==> src/rtl/vball_gfx_pkg.sv <==
// vball_gfx_pkg: shared types, widths and defaults for the VBall gfx-ROM responder.
package vball_gfx_pkg;
    localparam int GFX_AW = 19;
    localparam int MEM_AW = 18;
    localparam int MEM_DW = 16;
    localparam int DEADLINE_DEFAULT = 8;

    typedef enum logic [1:0] {IDLE, WAIT, HOLD} state_t;

    function automatic logic [7:0] sel_byte(input logic [MEM_DW-1:0] w, input logic hi);
        return hi ? w[15:8] : w[7:0];
    endfunction
endpackage

==> src/rtl/vball_gfx_wordbuf.sv <==
// vball_gfx_wordbuf: single-word tag buffer with hit compare, byte select and flush priority.
module vball_gfx_wordbuf
    import vball_gfx_pkg::*;
(
    input  logic              clk_sys,
    input  logic              reset,
    input  logic              flush,
    input  logic              fill,
    input  logic [MEM_AW-1:0] fill_tag,
    input  logic [MEM_DW-1:0] fill_word,
    input  logic [MEM_AW-1:0] lookup_tag,
    input  logic              byte_hi,
    output logic              hit,
    output logic [7:0]        data
);
    logic [MEM_AW-1:0] tag;
    logic [MEM_DW-1:0] word;
    logic              tvalid;

    always_ff @(posedge clk_sys) begin
        if (reset) begin
            tag    <= '0;
            word   <= '0;
            tvalid <= 1'b0;
        end else begin
            if (fill) begin
                tag  <= fill_tag;
                word <= fill_word;
            end
            tvalid <= !flush && (fill || tvalid);
        end
    end

    // On a fill the byte comes straight from the incoming word so it can be registered this cycle.
    always_comb begin
        hit  = tvalid && (tag == lookup_tag);
        data = sel_byte(fill ? fill_word : word, byte_hi);
    end
endmodule

==> src/rtl/vball_gfx_rom.sv <==
// vball_gfx_rom: gfx-ROM fetch responder; serves bytes from a tag buffer or fetches 16-bit words from SDRAM.
module vball_gfx_rom
    import vball_gfx_pkg::*;
#(
    parameter int DEADLINE = DEADLINE_DEFAULT
) (
    input  logic              clk_sys,
    input  logic              reset,
    input  logic              gfx_read,
    input  logic [GFX_AW-1:0] gfx_addr,
    output logic [7:0]        gfx_data,
    output logic              gfx_valid,
    input  logic              flush,
    output logic [MEM_AW-1:0] mem_addr,
    output logic              mem_req,
    input  logic              mem_ack,
    input  logic [MEM_DW-1:0] mem_data,
    output logic              late
);
    state_t     state, state_n;
    logic       prev, start, hit, issue, fill, load, valid_n, waiting;
    logic [7:0] byte_out;
    logic [3:0] cnt;

    vball_gfx_wordbuf u_buf (
        .clk_sys   (clk_sys),
        .reset     (reset),
        .flush     (flush),
        .fill      (fill),
        .fill_tag  (mem_addr),
        .fill_word (mem_data),
        .lookup_tag(gfx_addr[GFX_AW-1:1]),
        .byte_hi   (gfx_addr[0]),
        .hit       (hit),
        .data      (byte_out)
    );

    always_ff @(posedge clk_sys) begin
        if (reset) state <= IDLE;
        else       state <= state_n;
    end

    // Rising edges outside IDLE are ignored; a dropped read in WAIT still completes the fill.
    always_comb begin
        state_n = state;
        if (state == IDLE && start)     state_n = hit ? HOLD : WAIT;
        if (state == WAIT && mem_ack)   state_n = gfx_read ? HOLD : IDLE;
        if (state == HOLD && !gfx_read) state_n = IDLE;
    end

    always_comb begin
        start   = gfx_read && !prev;
        issue   = state == IDLE && start && !hit;
        fill    = state == WAIT && mem_ack;
        waiting = state == WAIT && !mem_ack;
        load    = (state == IDLE && start && hit) || (fill && gfx_read);
        valid_n = load || (state == HOLD && gfx_read);
    end

    // cnt holds the cycle number since request start while waiting, saturating at DEADLINE.
    always_ff @(posedge clk_sys) begin
        if (reset) begin
            prev      <= 1'b0;
            mem_req   <= 1'b0;
            mem_addr  <= '0;
            gfx_data  <= '0;
            gfx_valid <= 1'b0;
            cnt       <= '0;
            late      <= 1'b0;
        end else begin
            prev      <= gfx_read;
            gfx_valid <= valid_n;
            if (load) gfx_data <= byte_out;
            if (issue) begin
                mem_req  <= 1'b1;
                mem_addr <= gfx_addr[GFX_AW-1:1];
                cnt      <= 4'd1;
            end else if (waiting && cnt != 4'(DEADLINE)) begin
                cnt <= cnt + 4'd1;
            end
            if (fill) mem_req <= 1'b0;
            if (waiting && cnt + 4'd1 == 4'(DEADLINE)) late <= 1'b1;
        end
    end
endmodule

==> config.mk <==
export PLATFORM = sky130hd
export DESIGN_NAME = vball_gfx_rom
export DESIGN_NICKNAME = d
export VERILOG_FILES = /design/src/rtl/vball_gfx_pkg.sv /design/src/rtl/vball_gfx_wordbuf.sv /design/src/rtl/vball_gfx_rom.sv
export SDC_FILE = /design/constraint.sdc
export NUM_CORES = 1
export LEC_CHECK = 0
export ABC_AREA = 1
export BUFFER_PORTS_ARGS = -buffer_cell sky130_fd_sc_hd__buf_2
export CAP_MARGIN = 20
export CORE_MARGIN = 2
export CORE_UTILIZATION = 55
export CTS_BUF_LIST = sky130_fd_sc_hd__clkbuf_4
export DETAILED_ROUTE_END_ITERATION = 6
export GPL_ROUTABILITY_DRIVEN = 1
export GPL_TIMING_DRIVEN = 0
export PLACE_DENSITY = 0.79
export SETUP_SLACK_MARGIN = 0.05
export SLEW_MARGIN = 20
export SYNTH_ARGS = -nofsm -noshare
export SYNTH_HDL_FRONTEND = slang
export SYNTH_SLANG_ARGS = --single-unit
==> constraint.sdc <==
create_clock -name clk_sys -period 2.5 [get_ports clk_sys]
set_input_delay 0.5 -clock clk_sys [delete_from_list [all_inputs] [get_ports clk_sys]]
set_output_delay 0.5 -clock clk_sys [all_outputs]
set_load 0.005 [all_outputs]
## Yosys cells after proc, flatten, opt, wreduce, memory -nomap -nowiden

Index checks and enable logic that the tools add are counted.

| storage, ports and cells | value |
|---|---|
| register bits after elaboration | 71 |
| logic and storage cells | 53 |

| operators by class | value |
|---|---|
| add/sub/neg operators | 1 |
| eq/ne operators | 5 |
| multiplexer cells | 8 |
| reductions and logical operators | 27 |

Operators with widths:

| cell | count |
|---|---|
| equality test 18 bit | 1 |
| two-way mux 16 bit | 1 |
| logical AND 1 bit | 13 |
| two-way mux 2 bit | 4 |
| two-way mux 8 bit | 1 |
| OR reduction 2 bit | 3 |
| logical NOT 1 bit | 5 |
| adder 4 x 1 -> 4 bit (second input constant) | 1 |
| equality test 4 bit (second input constant) | 1 |
| inequality test 4 bit (second input constant) | 1 |
| nonzero test 2 bit | 2 |
| logical OR 1 bit | 3 |
| equality test 2 x 1 -> 1 bit (second input constant) | 1 |
| equality test 2 bit (second input constant) | 1 |
| logical NOT 2 bit | 1 |
| two-way mux 1 bit | 2 |

## Depth between registers and ports, before layout

| depth | value |
|---|---|
| depth after elaboration | 6 |
| mapped depth | 12 |
| depth with buffers taken out | 11 |

## Modules after synthesis

Synthesis repeated with hierarchy kept, for this count alone.

| unflattened totals | value |
|---|---|
| cell total of the unflattened synthesis | 422 |
| area, all modules | 3271.9 um^2 |

Modules (own cells, without submodules):

| module | instances | cells an instance | area an instance (um^2) |
|---|---|---|---|
| vball_gfx_wordbuf | 1 | 240 | 1755.4 |
| vball_gfx_rom | 1 | 182 | 1516.5 |

## Worst setup path before layout

No wires, ideal clock.

| timing | value |
|---|---|
| path kind | input port to flip-flop |
| start | input gfx_addr[8] |
| end | register gfx_data[0] |
| setup time | 115 ps |
| data arrival time | 1434 ps |
| data required time | 2385 ps |
| setup slack | 951 ps |
| stages | 10 |
| buffers on the path | 1 |
| cells stage by stage | inv_1 > nand2_1 > nand2_1 > nor2_1 > nand2_1 > nor2_2 > nand4_2 > buf_6 > a21oi_1 > nor2_1 |

| between the ends | value |
|---|---|
| longest elaborated chain between the ends | 4 |

RTL lines:

| element | RTL line | RTL |
|---|---|---|
| start: declaration | vball_gfx_rom.sv:10 | `input logic [GFX_AW-1:0] gfx_addr,` |
| equality test 18 bit | vball_gfx_wordbuf.sv:36 | `hit = tvalid && (tag == lookup_tag);` |
| logical AND 1 bit | vball_gfx_wordbuf.sv:36 |  |
| logical AND 1 bit | vball_gfx_rom.sv:56 | `load = (state == IDLE && start && hit) \|\| (fill && gfx_read);` |
| logical OR 1 bit | vball_gfx_rom.sv:56 |  |
| end signal: assignment | vball_gfx_rom.sv:73 | `if (load) gfx_data <= byte_out;` |
| end: declaration | vball_gfx_rom.sv:11 | `output logic [7:0] gfx_data,` |

Every way passes these cells.
A chain may end at the register's enable or synchronous reset.

## Worst setup path in the final report

| timing | value |
|---|---|
| start | register u_buf.tag[17] |
| end | register gfx_data[7] |

| between the ends | value |
|---|---|
| longest elaborated chain between the ends | 4 |

RTL lines:

| element | RTL line | RTL |
|---|---|---|
| start: declaration | vball_gfx_wordbuf.sv:16 | `logic [MEM_AW-1:0] tag;` |
| start signal: assignment | vball_gfx_wordbuf.sv:27 | `tag <= fill_tag;` |
| equality test 18 bit | vball_gfx_wordbuf.sv:36 |  |
| logical AND 1 bit | vball_gfx_wordbuf.sv:36 |  |
| logical AND 1 bit | vball_gfx_rom.sv:56 |  |
| logical OR 1 bit | vball_gfx_rom.sv:56 |  |

Every way passes these cells.

==> results.toml <==
[pwr]
sw_frac_of_total_pct = 27.3
power.static_leakage_nw = 1.81
combPwrFrac_pct = 15.3
power_density_nw_per_um2 = 628
switchingPower_uw = 620
vdd_drop_max_mv = 0.349
clkPwrFrac_pct = 29.9
p_seq_share_pct = 54.8
p_int_mw = 1.65

[setup_path]
path_buf_inv = 2
crit_type = "register to register"
cp.arrival_ps = 1980
rr_endpoint = "gfx_data[7]"
end_kind = "register"
cpMostUsedCell = "nand2_1"
cp_max_fo = 10
crit_path_max_incr_delay_ps = 350
crit_required_ps = 2790
crit_chain = "inv_1 -> nand2_1 -> nand2_1 -> nor2_1 -> nand2_1 -> nor2_2 -> nand4_2 -> buf_6 -> a21oi_1 -> nor2_1"
reg2reg_slack_ps = 810
r2r-start = "u_buf.tag[17]"
cpMaxStageDelayCell = "dfxtp_1"
crit_family = "simple AND/OR/NAND/NOR gates"
worstSetupStartpointType = "register"
rr_worst_depth = 10

[outcome]
status = "finished, final reports clean"

[final_layout]
fill_cells = 498
antenna_cells = 0
drive_gt1_share_pct = 21.4
syn_to_final_growth_pct = 18.0
final_net_count = 520

[min_path]
hold_end = "u_buf.tvalid"
min_from = "flush"
hold_depth = 2
hold_class = "input pin to register"

[clocking]
cts.htree.levels = 3
clk_pin_slew_worst_paths_ps = 110
insertion_delay_ps = 400
clockBufferDepth = 2
cts_setup_buffers = 0
cts_root_buf = "clkbuf_4"
numCtsBuffers = 9
postCtsHoldBufs = 0
cts_tree = "done"
cts_resized = 0
clock-sinks = 71

[placement]
dp_hpwl_um = 5100
portBuffers = 67
gp_congestion = 0.829

[routing]
initialDrtViolationCount = 125
drt_pre_antenna_iters = 4
vias = 2751
viasPerCell = 4.97
finalWirelength_um = 6850
drt-wirelength-per-cell_um = 12.4
ant_nets = 0
drc = 0

[die]
core_area_um2 = 5440
start_util_pct = 56.4
die-area_um2 = 6190
rows = 27
fp.dieH_um = 78.7
io_pins = 69
die_w_um = 78.7

[sta]
rsz0062_at_grt = "no"
fin_tns_setup_ps = 0
max_freq_mhz = 592
tightest_slew_ps = 470
setup_viol = 0
finalCritPeriodShare_pct = 67.5
max-slew-margin-rel_pct = 68.6
hold_viol_final = 0
post-route-min-period_ps = 1690
clock_skew_ps = 10.8
hold_ws_ps = 255
drv_slew = 0

[grt]
antenna_found_initial = 0
grt_pass1_wl_um = 11000
grt_pass1_vias = 2454
grtUsageTotal_pct = 22.9
grt_start_max_net_pins = 12
overflow = 0

[logic_synthesis]
ys_ff_latch = 71
synth_most_common_cell = "nor2_1"
ys_types = 27
synth_area_leader_cell = "dfxtp_1"
synthFlopType = "dfxtp_1"
synth_edf_count = 0
syn_avg_cell_area_um2 = 7.69
synth_nets = 442
yosys-top-cells-count = "nor2_1, dfxtp_1, nand2_1"
ys_warn_count = 0
synth.cell_area_um2 = 3070
synthArstFlopShare_pct = 0
syn_inst = 399
ys_seq_area_share_pct = 46.3
synth_top_area_share_pct = 46.3
synthTopCellsByArea = "dfxtp_1, nor2_1, mux2i_1"

[run]
maxCapViolCount = 0
[worst reg2reg max path: stages, from the launching register on]
cell     delay (ps)
dfxtp_1         350
inv_1            50
nand2_1          50
nand2_1          70
nor2_1          120
nand2_1          90
nor2_2          140
nand4_2         250
buf_6           240
a21oi_1         150
nor2_1           60
[flip-flops by register name (all words and copies together), names as in the netlist]
| name | cells |
|---|---|
| mem_addr | 18 |
| u_buf.tag | 18 |
| u_buf.word | 16 |
| gfx_data | 8 |
| cnt | 4 |
| state | 2 |
| gfx_valid | 1 |
| late | 1 |
| mem_req | 1 |
| prev | 1 |
| u_buf.tvalid | 1 |
[routing by layer]
| layer | global-route usage (%) | share of wire, % |
|---|---|---|
| met3 | 4.25 | 5.0 |
| met4 | 10.5 | 0.95 |
| met5 | 0 | 0 |
| met2 | 38.1 | 48 |
| met1 | 28.8 | 46 |
[logic make-up after synthesis]
family | after synthesis | share of synthesized area, %
simple gates | 164 | 22.6
compound gates | 72 | 11.8
flops | 71 | 46.3
buf+inv | 59 | 8.45
mux | 24 | 7.83
xor+xnor | 6 | 1.71
fa+ha+maj | 3 | 1.22
[cell type report]
type | instances | area, um2 | area share [%]
Timing Repair Buffer | 67 | 335 | 9.27
Sequential cell | 71 | 1420 | 39.3
Inverter | 42 | 158 | 4.36
Tap cell | 72 | 90.1 | 2.49
Clock inverter | 5 | 50.0 | 1.38
Multi-Input combinational cell | 269 | 1390 | 38.3
Clock buffer | 10 | 75.1 | 2.08
Buffer | 17 | 101 | 2.80
[cells in the final DEF (no fill, tap or decap), types with 2 or more instances in the layout]
master     n
nor2_1    80
dfxtp_1   71
buf_2     70
nand2_1   62
inv_1     36
a21oi_1   32
o21ai_0   28
mux2i_1   24
nand3_1   12
clkbuf_4  11
o21ai_1   10
clkbuf_1   8
inv_2      6
xor2_1     3
xnor2_1    3
buf_6      3
ha_1       3
nor2_2     2
nand2_2    2
buf_4      2
a31oi_1    2
clkinv_1   2
[power by group through the flow]
stage	Combinational, mW	Clock (mW)	Sequential, mW
6_report	0.348	0.679	1.25
5_1_grt	0.392	0.743	1.25
4_1_cts	0.350	0.698	1.25
3_5_place_dp	0.348	0	1.27
3_3_place_gp	0.340	0	1.27
2_1_floorplan	0.219	0	1.27
[metrics by stage]
stage	power (mW)	cell area, um2	setup WS, ps	utilization (%)	std cells
after floorplan	1.49	3070	951	-	399
after global placement	1.61	3490	606	64.2	538
after detailed placement	1.62	3490	582	64.2	538
after CTS	2.29	3620	825	66.5	553
after global routing	2.39	3620	643	66.5	553
final	2.27	3620	812	66.5	553
[worst max path at each step]
stage / startpoint / endpoint / slack [ps] / cells after the start
floorplan: gfx_addr[8] / gfx_data[0] / 950 / 10
global placement: gfx_addr[4] / gfx_data[0] / 610 / 11
detailed placement: gfx_addr[10] / gfx_data[7] / 580 / 11
CTS: u_buf.tag[9] / gfx_data[7] / 830 / 10
global route: u_buf.tag[17] / gfx_data[7] / 640 / 10
finish: u_buf.tag[17] / gfx_data[7] / 810 / 10
(Power assumes the default switching activity.)
